File: config.mk
export PLATFORM = sky130hd
export DESIGN_NAME = clk_div_multi
export DESIGN_NICKNAME = d
export VERILOG_FILES = /design/src/rtl/clk_div_pkg.sv /design/src/rtl/clk_div_chan.sv /design/src/rtl/clk_div_multi.sv
export SDC_FILE = /design/constraint.sdc
export NUM_CORES = 1
export LEC_CHECK = 0
export CAP_MARGIN = 20
export CORE_ASPECT_RATIO = 0.6
export CORE_MARGIN = 8
export CORE_UTILIZATION = 30
export DETAILED_ROUTE_END_ITERATION = 7
export HOLD_SLACK_MARGIN = 0.06
export PLACE_DENSITY_LB_ADDON = 0.25
export SYNTH_ARGS = -nofsm -noshare
export SYNTH_HDL_FRONTEND = slang
export SYNTH_HIERARCHICAL = 1
export SYNTH_SLANG_ARGS = --single-unit
export TNS_END_PERCENT = 100
File: constraint.sdc
create_clock -name clk_in -period 8.75 [get_ports clk_in]
set_clock_uncertainty 0.2 [all_clocks]
set_input_delay 1.75 -clock clk_in [delete_from_list [all_inputs] [get_ports clk_in]]
set_output_delay 1.75 -clock clk_in [all_outputs]
set_load 0.1 [all_outputs]
File: src/rtl/clk_div_pkg.sv
// Shared widths, reset defaults and helpers for the multi-channel clock divider.
package clk_div_pkg;

    localparam int unsigned CNT_W_DEFAULT = 13;
    localparam int unsigned CH_IDX_W      = 4;
    localparam int unsigned DIV_DEFAULT   = 1;
    localparam int unsigned HIGH_DEFAULT  = 1;

    // Output level for a count: high while the count is below the high count.
    // Arguments are widened to 32 bits so any CNT_W up to 31 compares correctly.
    function automatic logic below_high(input logic [31:0] cnt, input logic [31:0] high);
        return cnt < high;
    endfunction

endpackage

File: src/rtl/clk_div_chan.sv
// One divider channel: counter, active/shadow configuration, divided clock and rise strobe.
module clk_div_chan
    import clk_div_pkg::*;
#(
    parameter int unsigned CNT_W    = CNT_W_DEFAULT,
    parameter int unsigned DEF_DIV  = DIV_DEFAULT,
    parameter int unsigned DEF_HIGH = HIGH_DEFAULT
) (
    input  logic             clk_in,
    input  logic             rst,
    input  logic             en,
    input  logic             sync,
    input  logic             wr,
    input  logic [CNT_W-1:0] wr_div,
    input  logic [CNT_W:0]   wr_high,
    output logic             clk_out,
    output logic             rise_stb,
    output logic             pending
);

    logic [CNT_W-1:0] cnt;
    logic [CNT_W-1:0] div_a;
    logic [CNT_W:0]   high_a;
    logic [CNT_W-1:0] div_s;
    logic [CNT_W:0]   high_s;

    logic             wrap_c;
    logic             apply_c;
    logic [CNT_W-1:0] div_nx_c;
    logic [CNT_W:0]   high_nx_c;
    logic [CNT_W-1:0] cnt_nx_c;
    logic             out_nx_c;

    // Next count and level; a pending shadow takes effect at a wrap (or at once when idle)
    // so the first new period starts exactly at count 0.
    always_comb begin
        wrap_c    = 1'b0;
        apply_c   = 1'b0;
        div_nx_c  = div_a;
        high_nx_c = high_a;
        cnt_nx_c  = div_a;
        out_nx_c  = 1'b0;
        if (en) begin
            wrap_c = sync || (cnt >= div_a);
        end
        apply_c = pending && (wrap_c || !en);
        if (apply_c) begin
            div_nx_c  = div_s;
            high_nx_c = high_s;
        end
        if (en) begin
            cnt_nx_c = wrap_c ? '0 : cnt + CNT_W'(1);
            out_nx_c = below_high(32'(cnt_nx_c), 32'(high_nx_c));
        end else begin
            // Parking at the divide factor makes the first enabled edge a wrap.
            cnt_nx_c = div_nx_c;
        end
    end

    // Counter, active configuration and output flops.
    always_ff @(posedge clk_in) begin
        if (rst) begin
            cnt      <= CNT_W'(DEF_DIV);
            div_a    <= CNT_W'(DEF_DIV);
            high_a   <= (CNT_W+1)'(DEF_HIGH);
            clk_out  <= 1'b0;
            rise_stb <= 1'b0;
        end else begin
            cnt      <= cnt_nx_c;
            div_a    <= div_nx_c;
            high_a   <= high_nx_c;
            clk_out  <= out_nx_c;
            rise_stb <= out_nx_c & ~clk_out;
        end
    end

    // Shadow registers; an accept can never coincide with an apply since ready was low.
    always_ff @(posedge clk_in) begin
        if (rst) begin
            div_s   <= CNT_W'(DEF_DIV);
            high_s  <= (CNT_W+1)'(DEF_HIGH);
            pending <= 1'b0;
        end else if (wr) begin
            div_s   <= wr_div;
            high_s  <= wr_high;
            pending <= 1'b1;
        end else if (apply_c) begin
            pending <= 1'b0;
        end
    end

endmodule

File: src/rtl/clk_div_multi.sv
// Multi-channel programmable clock divider with glitch-free reprogramming and global sync.
module clk_div_multi
    import clk_div_pkg::*;
#(
    parameter int unsigned N_CH     = 4,
    parameter int unsigned CNT_W    = CNT_W_DEFAULT,
    parameter int unsigned DEF_DIV  = DIV_DEFAULT,
    parameter int unsigned DEF_HIGH = HIGH_DEFAULT
) (
    input  logic                clk_in,
    input  logic                rst,
    input  logic [N_CH-1:0]     en,
    input  logic                sync,
    input  logic                cfg_valid,
    output logic                cfg_ready,
    input  logic [CH_IDX_W-1:0] cfg_ch,
    input  logic [CNT_W-1:0]    cfg_div,
    input  logic [CNT_W:0]      cfg_high,
    output logic [N_CH-1:0]     clk_out,
    output logic [N_CH-1:0]     rise_stb
);

    localparam int unsigned MAX_CH = 1 << CH_IDX_W;

    logic [N_CH-1:0]   pending;
    logic [MAX_CH-1:0] pend_ext;
    logic [N_CH-1:0]   wr;

    // Ready mux; writes to channels that do not exist are accepted and dropped.
    always_comb begin
        pend_ext  = MAX_CH'(pending);
        cfg_ready = (32'(cfg_ch) >= N_CH) || !pend_ext[cfg_ch];
    end

    for (genvar i = 0; i < N_CH; i++) begin : g_ch
        // Per-channel write strobe decoded from the shared cfg port.
        assign wr[i] = cfg_valid && cfg_ready && (cfg_ch == CH_IDX_W'(i));

        clk_div_chan #(
            .CNT_W   (CNT_W),
            .DEF_DIV (DEF_DIV),
            .DEF_HIGH(DEF_HIGH)
        ) u_chan (
            .clk_in  (clk_in),
            .rst     (rst),
            .en      (en[i]),
            .sync    (sync),
            .wr      (wr[i]),
            .wr_div  (cfg_div),
            .wr_high (cfg_high),
            .clk_out (clk_out[i]),
            .rise_stb(rise_stb[i]),
            .pending (pending[i])
        );
    end

endmodule

# Word-level counts from Yosys, hierarchy flattened
# Index checks and enable logic that the tools add are counted.
# Widths: inputs -> output; s select.
[word_totals] reg_bits=280 inputBits=39 out_inout_bits=9 wordCells=119
[classes] n_addsub=4 magnitude_cmp=10 eq_ne=3 muxes=34 bitwise=8 reduce_logical=28
[ops] cell="$mux 13" count=12
[ops] cell="$lt 13x14->1" count=4
[ops] cell="$mux 14" count=4
[ops] cell="$add 13x1->13 const B" count=4
[ops] cell="$ge 13x13->1" count=4
[ops] cell="$mux 1" count=17
[ops] cell="$logic_and 1x1->1" count=9
[ops] cell="$logic_or 1x1->1" count=9
[ops] cell="$eq 4x2->1 const B" count=2
[ops] cell="$reduce_bool 2->1" count=4
[ops] cell="$logic_not 1->1" count=5
[ops] cell="$lt 4x5->1 const B" count=1
[ops] cell="$and 1x1->1" count=4
[ops] cell="$bmux 1 s4" count=1
[ops] cell="$eq 4x1->1 const B" count=1
[ops] cell="$ge 4x3->1 const B" count=1
[ops] cell="$logic_not 4->1" count=1
[ops] cell="$not 1->1" count=4

# Depth between registers and ports, before layout
[logic_depth] ltp_word=9 mapped_depth=17 mapped_depth_nobuf=16

# Cells and area by module
# Netlist, hierarchy kept.
[modules_own_cells] mod="clk_div_chan" n_inst=4 cells_per_inst=355 area_per_inst_um2=3338.2 seq_area_each_um2=1401.3
[modules_own_cells] mod="clk_div_multi" n_inst=1 cells_per_inst=8 area_per_inst_um2=75.1 seq_area_each_um2=0.0

# Worst setup path after synthesis
# Ideal clock, no wire load.
[synth_path] kind="input-to-output" from="input port cfg_ch[0]" to="output port cfg_ready" arrival_time_ns=2.877 t_required_ns=6.800 path_slack_ns=3.923 path_stages=2 n_path_buf=0 cell_sequence="mux4_2 > nand2_1"
[synth_via] elab_chain_len=4 word_cells_on_any_way=5 classes_between="order compare (1); mux (2); reduce/logical (2)"
[synth_rtl] item="from (decl)" line_no="clk_div_multi.sv:16" text="input logic [CH_IDX_W-1:0] cfg_ch,"
[synth_rtl] item="$bmux 1 s4" line_no="clk_div_multi.sv:32" text="cfg_ready = (32'(cfg_ch) >= N_CH) || !pend_ext[cfg_ch];"
[synth_rtl] item="$mux 1 (not written as such)" line_no="clk_div_multi.sv:32"
[synth_rtl] item="$logic_not 1->1" line_no="clk_div_multi.sv:32"
[synth_rtl] item="$logic_or 1x1->1 *" line_no="clk_div_multi.sv:32"
[synth_rtl] item="to (decl)" line_no="clk_div_multi.sv:15" text="output logic cfg_ready,"
# Mark *: on every way between the ends. The rest lies on a longest branch, timed or not. The select of a mux whose other input is x is not followed.

# Worst setup path in the final report
# Same ends and word-level chain as after synthesis.

==> metrics.md <==
| Metric | Value |
|---|---|
| Status | finished, final reports clean |
| FP Rows | 60 |
| Fmax | approximately 0.17 GHz |
| Hold WC Path Type | flip-flop to flip-flop |
| Buf/Inv on CP | 2 |
| Crit path max fanout | 5 |
| Worst-Skew Late Latency | 0.55 ns |
| Yosys cell types | 43 |
| Placed wire-length estimate | 25.6 mm |
| Power Dens Cells | ~180 nW/um2 |
| Largest net degree at the start of global routing | 195 |
| Initial DRT Pass Iterations | 5 |
| WS Path Type | primary input to output port |
| CTS Buf Count | 27 |
| Yosys top cell by area | dfxtp_1 |
| Critical path arrival | roughly 4 ns |
| Io pins | 48 |
| Initial core utilization | between 30% and 40% |
| Die H | 180 um |
| Vias in the first global route | about 9,400 |
| Crit-path slowest cell | clkdlybuf4s50_1 |
| LEAKAGE | 5.56 nW |
| H-Tree Depth | 1 |
| CP Capture Type | output port |
| Post-synthesis net count | roughly 1,600 |
| Die X | around 290 um |
| Initial DRC Count | about 550 |
| Worst slew margin | 28.6% |
| Final min period | between 6 and 7 ns |
| Crit-path cells | clkdlybuf4s50_1 -> mux4_2 -> nand2_1 -> clkdlybuf4s50_1 |
| Most frequent cells in the layout | nor2_1 (281), dfxtp_1 (280), mux2i_1 (188) |
| Slew Viols, Final | 0 |
| Setup-failing EPs final | 0 |
| Slew at the pin with the worst max-slew slack | ~1.1 ns |
| Wirelength per Cell | ~18 um |
| RSZ-0062 raised after global routing | no |
| Layout area overhead | 14.4% |
| Clk slew on worst S/H paths | approximately 0.060 ns |
| CTS resizes | 0 |
| CTS root buffer | clkbuf_16 |
| Synth top area share | a little over two fifths |
| # port buffers | between 40 and 50 |
| Sequential fraction of the synthesis area | approximately two fifths |
| Post-route DRC | 0 |
| Nets | about 1,600 |
| Top cells by area, synth | dfxtp_1 (42%), mux2i_1 (14%), ha_1 (9.7%) |
| Total core area | 44,500 um2 |
| CP dominant cell by count | clkdlybuf4s50_1 |
| Die area | roughly 52,000 um2 |
| Non-Filler Instances | 2,053 |
| Final GP Congestion | 0.826 |
| Fin util | 34.5% |
| Vias per cell | about 4.8 |
| Synth Instances | 1,428 |
| Worst stage delay on the critical path | 1.14 ns |
| First-pass GRT wire length | 56.6 mm |
| Post-Syn Area | 13,400 um2 |
| Vias | between 9,000 and 10,000 |
| VDD IR max | roughly 0.12 mV |
| WL final | between 30 and 40 mm |
| Post-CTS Setup Inserts | 0 |
| Initial antenna violation count | 1 |
| CTS Hold Bufs | 0 |
| Kind of cell adding the most delay to the critical path | buffers and inverters |
| YS warnings | 6 |
| Worst Path Required | a little under 7 ns |
| Longest Clk Path Bufs | 3 |
| TritonCTS clock tree | yes |
| Share of cells above drive strength 1 | ~7.3% |
| CTS sink cnt | 280 |
| ANT nets after route | 0 |
| Synthesis-stage register bit count | 280 |
| Grt ovf | 0 |
| Final hold vios | 0 |
| Post-placement cell count | around 2,000 |
| Setup TNS | 0 ns |
| Max Cap Violations | 0 |
| Critical path launch point type | primary input |
| Tcrit/Tclk final | just under 70% |
| Commonest non-fill, non-tap cell in the layout | nor2_1 |
| Overall global routing resource usage | a little over an eighth |
| Mean Syn Cell Area | 9.40 um2 |
## Yosys cell counts
library cell / count
a221o_1: 4
nand2b_1: 8
a21o_1: 24
ha_1: 104
a211oi_1: 4
o311a_1: 4
o21ai_2: 8
nor4b_1: 2
or2_2: 4
nor2b_1: 40
o22ai_1: 24
nand3_1: 44
xor2_1: 28
inv_1: 52
or3b_1: 1
mux2i_1: 188
buf_6: 4
nor4_1: 1
a311oi_2: 4
a211o_1: 12
and4bb_2: 1
clkinv_1: 4
nor4_2: 4
nand2_1: 41
o21a_1: 12
xnor2_1: 16
dfxtp_1: 280
o21bai_2: 4
nor2_1: 281
buf_1: 8
buf_2: 12
o2111ai_1: 4
a21oi_1: 44
and4_1: 4
nor3_1: 20
and2_1: 4
clkbuf_1: 36
mux2_2: 24
nand4_1: 24
buf_4: 8
mux4_2: 1
or3_1: 12
o21ai_0: 24
## layer usage
layer | track usage, % | share of wire [%] | vias to the layer above
met2 | 18.8 | 38 | 159
met1 | 22.0 | 55 | 4606
met4 | 2.05 | 1.4 | 0
li1 | - | - | 5007
met3 | 2.47 | 4.8 | 35
met5 | 0 | 0 | -
## final cells by class
cell class	count	area, um2
diodes	1	2.50
clock buffers	34	742
clock inverters	12	166
fillers	4559	29200
inverters	56	210
multi-input cells	1024	7330
flip-flops and latches	280	5610
well taps	589	737
repair buffers	57	562
## flip-flops by register name (all words and copies together) (netlist names)
name / count
g_ch.u_chan/high_a: 56
g_ch.u_chan/high_s: 56
g_ch.u_chan/cnt: 52
g_ch.u_chan/div_a: 52
g_ch.u_chan/div_s: 52
g_ch.u_chan/clk_out: 4
g_ch.u_chan/pending: 4
g_ch.u_chan/rise_stb: 4
## cells by family (layout without fill, tap and decap cells)
| kind of cell | count (synthesis) | after routing | synth area share [%] |
|---|---|---|---|
| other cells | 0 | 1 | 0 |
| simple gates | 491 | 491 | 16.6 |
| mux | 213 | 213 | 16.2 |
| fa+ha+maj | 104 | 104 | 9.69 |
| flops | 280 | 280 | 41.7 |
| compound gates | 172 | 172 | 8.83 |
| buf+inv | 124 | 159 | 4.03 |
| xor+xnor | 44 | 44 | 2.87 |
## per-stage QoR
stage	power (mW)	setup slack, ns	hold slack (ns)	area [um2]
2_1_floorplan	1.46	3.92	0.243	13400
3_3_place_gp	1.54	2.72	0.246	14400
3_5_place_dp	1.55	2.69	0.229	14400
4_1_cts	2.79	2.69	0.251	15400
5_1_grt	2.85	2.65	0.267	15400
6_report	2.75	2.72	0.246	15400
## power by group
group / switching, mW / internal, mW
registers: 0.0129 / 1.29
logic: 0.140 / 0.0743
clock network: 0.518 / 0.715
## worst paths after layout
| path | from | end | slack, ns | depth (start not counted) |
|---|---|---|---|---|
| setup / recovery | cfg_ch[0] | cfg_ready | 2.72 | 4 |
| hold / removal | g_ch[0].u_chan/clk_out$_SDFF_PP0_ | g_ch[0].u_chan/rise_stb$_SDFF_PP0_ | 0.25 | 1 |
| setup reg to reg | g_ch[1].u_chan/cnt[0]$_SDFF_PP1_ | g_ch[1].u_chan/rise_stb$_SDFF_PP0_ | 4.59 | 15 |
| hold reg to reg | g_ch[0].u_chan/clk_out$_SDFF_PP0_ | g_ch[0].u_chan/rise_stb$_SDFF_PP0_ | 0.25 | 1 |
No activity file was read; power rests on OpenSTA's default activity.
==> RTL edit, RTL diff (same settings) <==
`N_CH`: 4 -> 3.
--- a/src/rtl/clk_div_multi.sv
+++ b/src/rtl/clk_div_multi.sv
@@ -3,5 +3,5 @@
     import clk_div_pkg::*;
 #(
-    parameter int unsigned N_CH     = 4,
+    parameter int unsigned N_CH     = 3,
     parameter int unsigned CNT_W    = CNT_W_DEFAULT,
     parameter int unsigned DEF_DIV  = DIV_DEFAULT,
Ports: changed (resized clk_out, en and rise_stb); port bits go from 48 to 45. No check against the original RTL was run, so the function may have changed too.
==> RTL edit against the original RTL <==
- worst setup slack gained 0.28 ns
- design area shrank 24%
- sequential cell count decreased by 70
- first-iteration DRC count down 11%
- area after synthesis decreased by 25%
- hold slack improved by 0.012 ns
- register-to-register slack better by 0.05 ns
- synthesized cell count fell by 25%
- combinational power is 25% lower
- global-route usage about the same
- total power decreased by 23%
- routed wire length shrank 25%
- largest power group is now clock
==> RTL edit: results (changes against the original RTL) <==
The non-clock buffer count in the final layout was 52 (-8.8%). The fraction of area in multi-input gates was 0.4710 (-0.006372); the largest fanout on the critical path was 5 (unchanged). After synthesis, the most frequently instantiated cells are nor2_1, dfxtp_1, mux2i_1. Starting DRC count in detailed routing: 488 (-11%).

The clock-pin slew of the registers on the worst-case setup and hold paths works out to 0.06 ns (about the same). The logs give 22 (-19%) for the number of buffers created by CTS and 20510 µm (-20%) for the detailed-placement wirelength estimate. The run gives 0.02246 (-0.002222) as the global-route track usage on met3. The largest registers in the layout are g_ch.u_chan/high_a: 42 flops, g_ch.u_chan/high_s: 42 flops.

The layout clock buffer count was 27 (-21%). The routability congestion estimate from global placement was 0.8278 (+0.24%); the wire length of the first global-routing pass was 42920 µm (-24%). The sequential portion of the cell area was 0.3594 (-0.005670); the worst-case vdd ir drop was 100.4 µV (-16%). The later pin in the worst-skew pair is clocked with a latency of 0.54 ns. The number of global-route vias before repair is 7166 (-24%), and the net switching power is 0.5204 mW (-23%).

The logs give 0.4169 (-0.0005697) for the proportion of synthesized chip area in sequential cells and 0.1373 (about the same) for the overall global routing resource usage. Number of non-clock inverters: 42 (-25%). The growth of design area from synthesis to finish came out at 16.00%. Maximum number of pins on one net before global-route repair: 76 (-61%). The count of inserted antenna diode cells is 0 (-1), and the number of distinct library cell variants in the gate-level netlist after synthesis is 42 (-2.3%). The non-clock buffer share of cell area is 0.04289 (+0.006303), and the leakage component of the power is 4.239 nW (-24%). The routed length per instance was 17.47 µm (-1.5%); the number of inserted filler cells in the final layout was 3412 (-25%). The run gives 0.1845 (-0.003728) as the met2 demand-to-capacity share in global routing. The number of I/O port buffers works out to 44 (-6.4%). The routing usage on met1 is 0.2190 (-0.0008364), and the number of multi-input combinational cells in the layout is 772 (-25%). The tools report the initial antenna violation count as 0 (-1). The area after detailed placement was 10950 µm² (-24%); the worst endpoint data arrival time was 3.81 ns (-0.27 ns). The number of H-tree branching levels is 1 (unchanged), and the area fraction of clock buffers and clock inverters is 0.06417 (+0.005017).

The number of nets in the layout came out at 1216 (-23%). By area the synthesized netlist is led by dfxtp_1, mux2i_1, ha_1, nor2_1, mux2_2. The fraction of final layout cells sized beyond drive strength 1 is 0.07713 (+0.003993), and the vias per cell is 4.721 (-1.2%). Warning count from the yosys run: 6 (unchanged).

The tools report the flip-flop and latch area as 4204 µm² (-25%). The number of clock sinks is 210 (-25%). The flow ran to the end, and the final reports show no timing, DRC or antenna violations.

The slew at the pin closest to its max-slew limit works out to 1.095 ns (+0.02502 ns).
-- RTL edit: changes by cell type in the layout (fill, tap and decap cells not counted), moves of 7 or more --
cell | unedited run | this run
dfxtp_1 | 280 | 210
nor2_1 | 281 | 211
mux2i_1 | 188 | 142
ha_1 | 104 | 78
inv_1 | 52 | 39
a21oi_1 | 44 | 33
nand3_1 | 44 | 33
nand2_1 | 41 | 31
nor2b_1 | 40 | 30
xor2_1 | 28 | 21
-- RTL edit: logic make-up after synthesis --
family	Yosys count	synth area share
adders and majority gates	78	0.09677
buffers and inverters	93	0.04020
AOI/OAI and AO/OA	130	0.08871
xor gates and xnor gates	33	0.02866
muxes	160	0.1610
DFF	210	0.4169
and+or+nand+nor	371	0.1677
-- RTL edit: worst paths after layout --
| check | to | slack (ns) | from | depth (start not counted) |
|---|---|---|---|---|
| worst max-delay path | cfg_ready | 2.99 | cfg_ch[1] | 5 |
| worst max register to register | g_ch[0].u_chan/rise_stb$_SDFF_PP0_ | 4.64 | g_ch[0].u_chan/cnt[0]$_SDFF_PP1_ | 16 |
| worst min register to register | g_ch[2].u_chan/rise_stb$_SDFF_PP0_ | 0.26 | g_ch[2].u_chan/clk_out$_SDFF_PP0_ | 1 |
| worst min-delay path | g_ch[2].u_chan/rise_stb$_SDFF_PP0_ | 0.26 | g_ch[2].u_chan/clk_out$_SDFF_PP0_ | 1 |
-- RTL edit: routing by layer --
layer	part of all wire	vias to the layer above	routed length (µm)
met2	0.37	108	10210
li1	-	3785	-
met5	0	-	0
met3	0.038	36	1031
met4	0.022	0	616
met1	0.57	3502	15640
-- RTL edit: power groups by stage --
stage | clock, mW | sequential [mW] | combinational, mW
4_1_cts | 1.01 | 0.978 | 0.162
3_5_place_dp | 0 | 0.999 | 0.161
5_1_grt | 1.05 | 0.978 | 0.175
3_3_place_gp | 0 | 0.999 | 0.161
2_1_floorplan | 0 | 1.01 | 0.0858
6_report | 0.985 | 0.978 | 0.161
-- RTL edit: metrics by stage --
| step | total power, mW | instances | utilization | setup slack (ns) | hold WS (ns) |
|---|---|---|---|---|---|
| after CTS | 2.155 | 1574 | 0.3505 | 2.990 | 0.2539 |
| after global placement | 1.160 | 1535 | 0.3280 | 2.967 | 0.2432 |
| after detailed placement | 1.161 | 1535 | 0.3280 | 2.995 | 0.2423 |
| after floorplan | 1.098 | 1075 | - | 4.183 | 0.2425 |
| after global routing | 2.206 | 1574 | 0.3505 | 2.904 | 0.2733 |
| final | 2.124 | 1574 | 0.3505 | 2.993 | 0.2577 |
-- RTL edit: worst max-delay path, stage by stage --
cell and delay, ns:
clkdlybuf4s50_1 0.58, mux2i_1 0.21, o21ai_1 0.07, nand2_1 0.06, clkdlybuf4s50_1 1.13
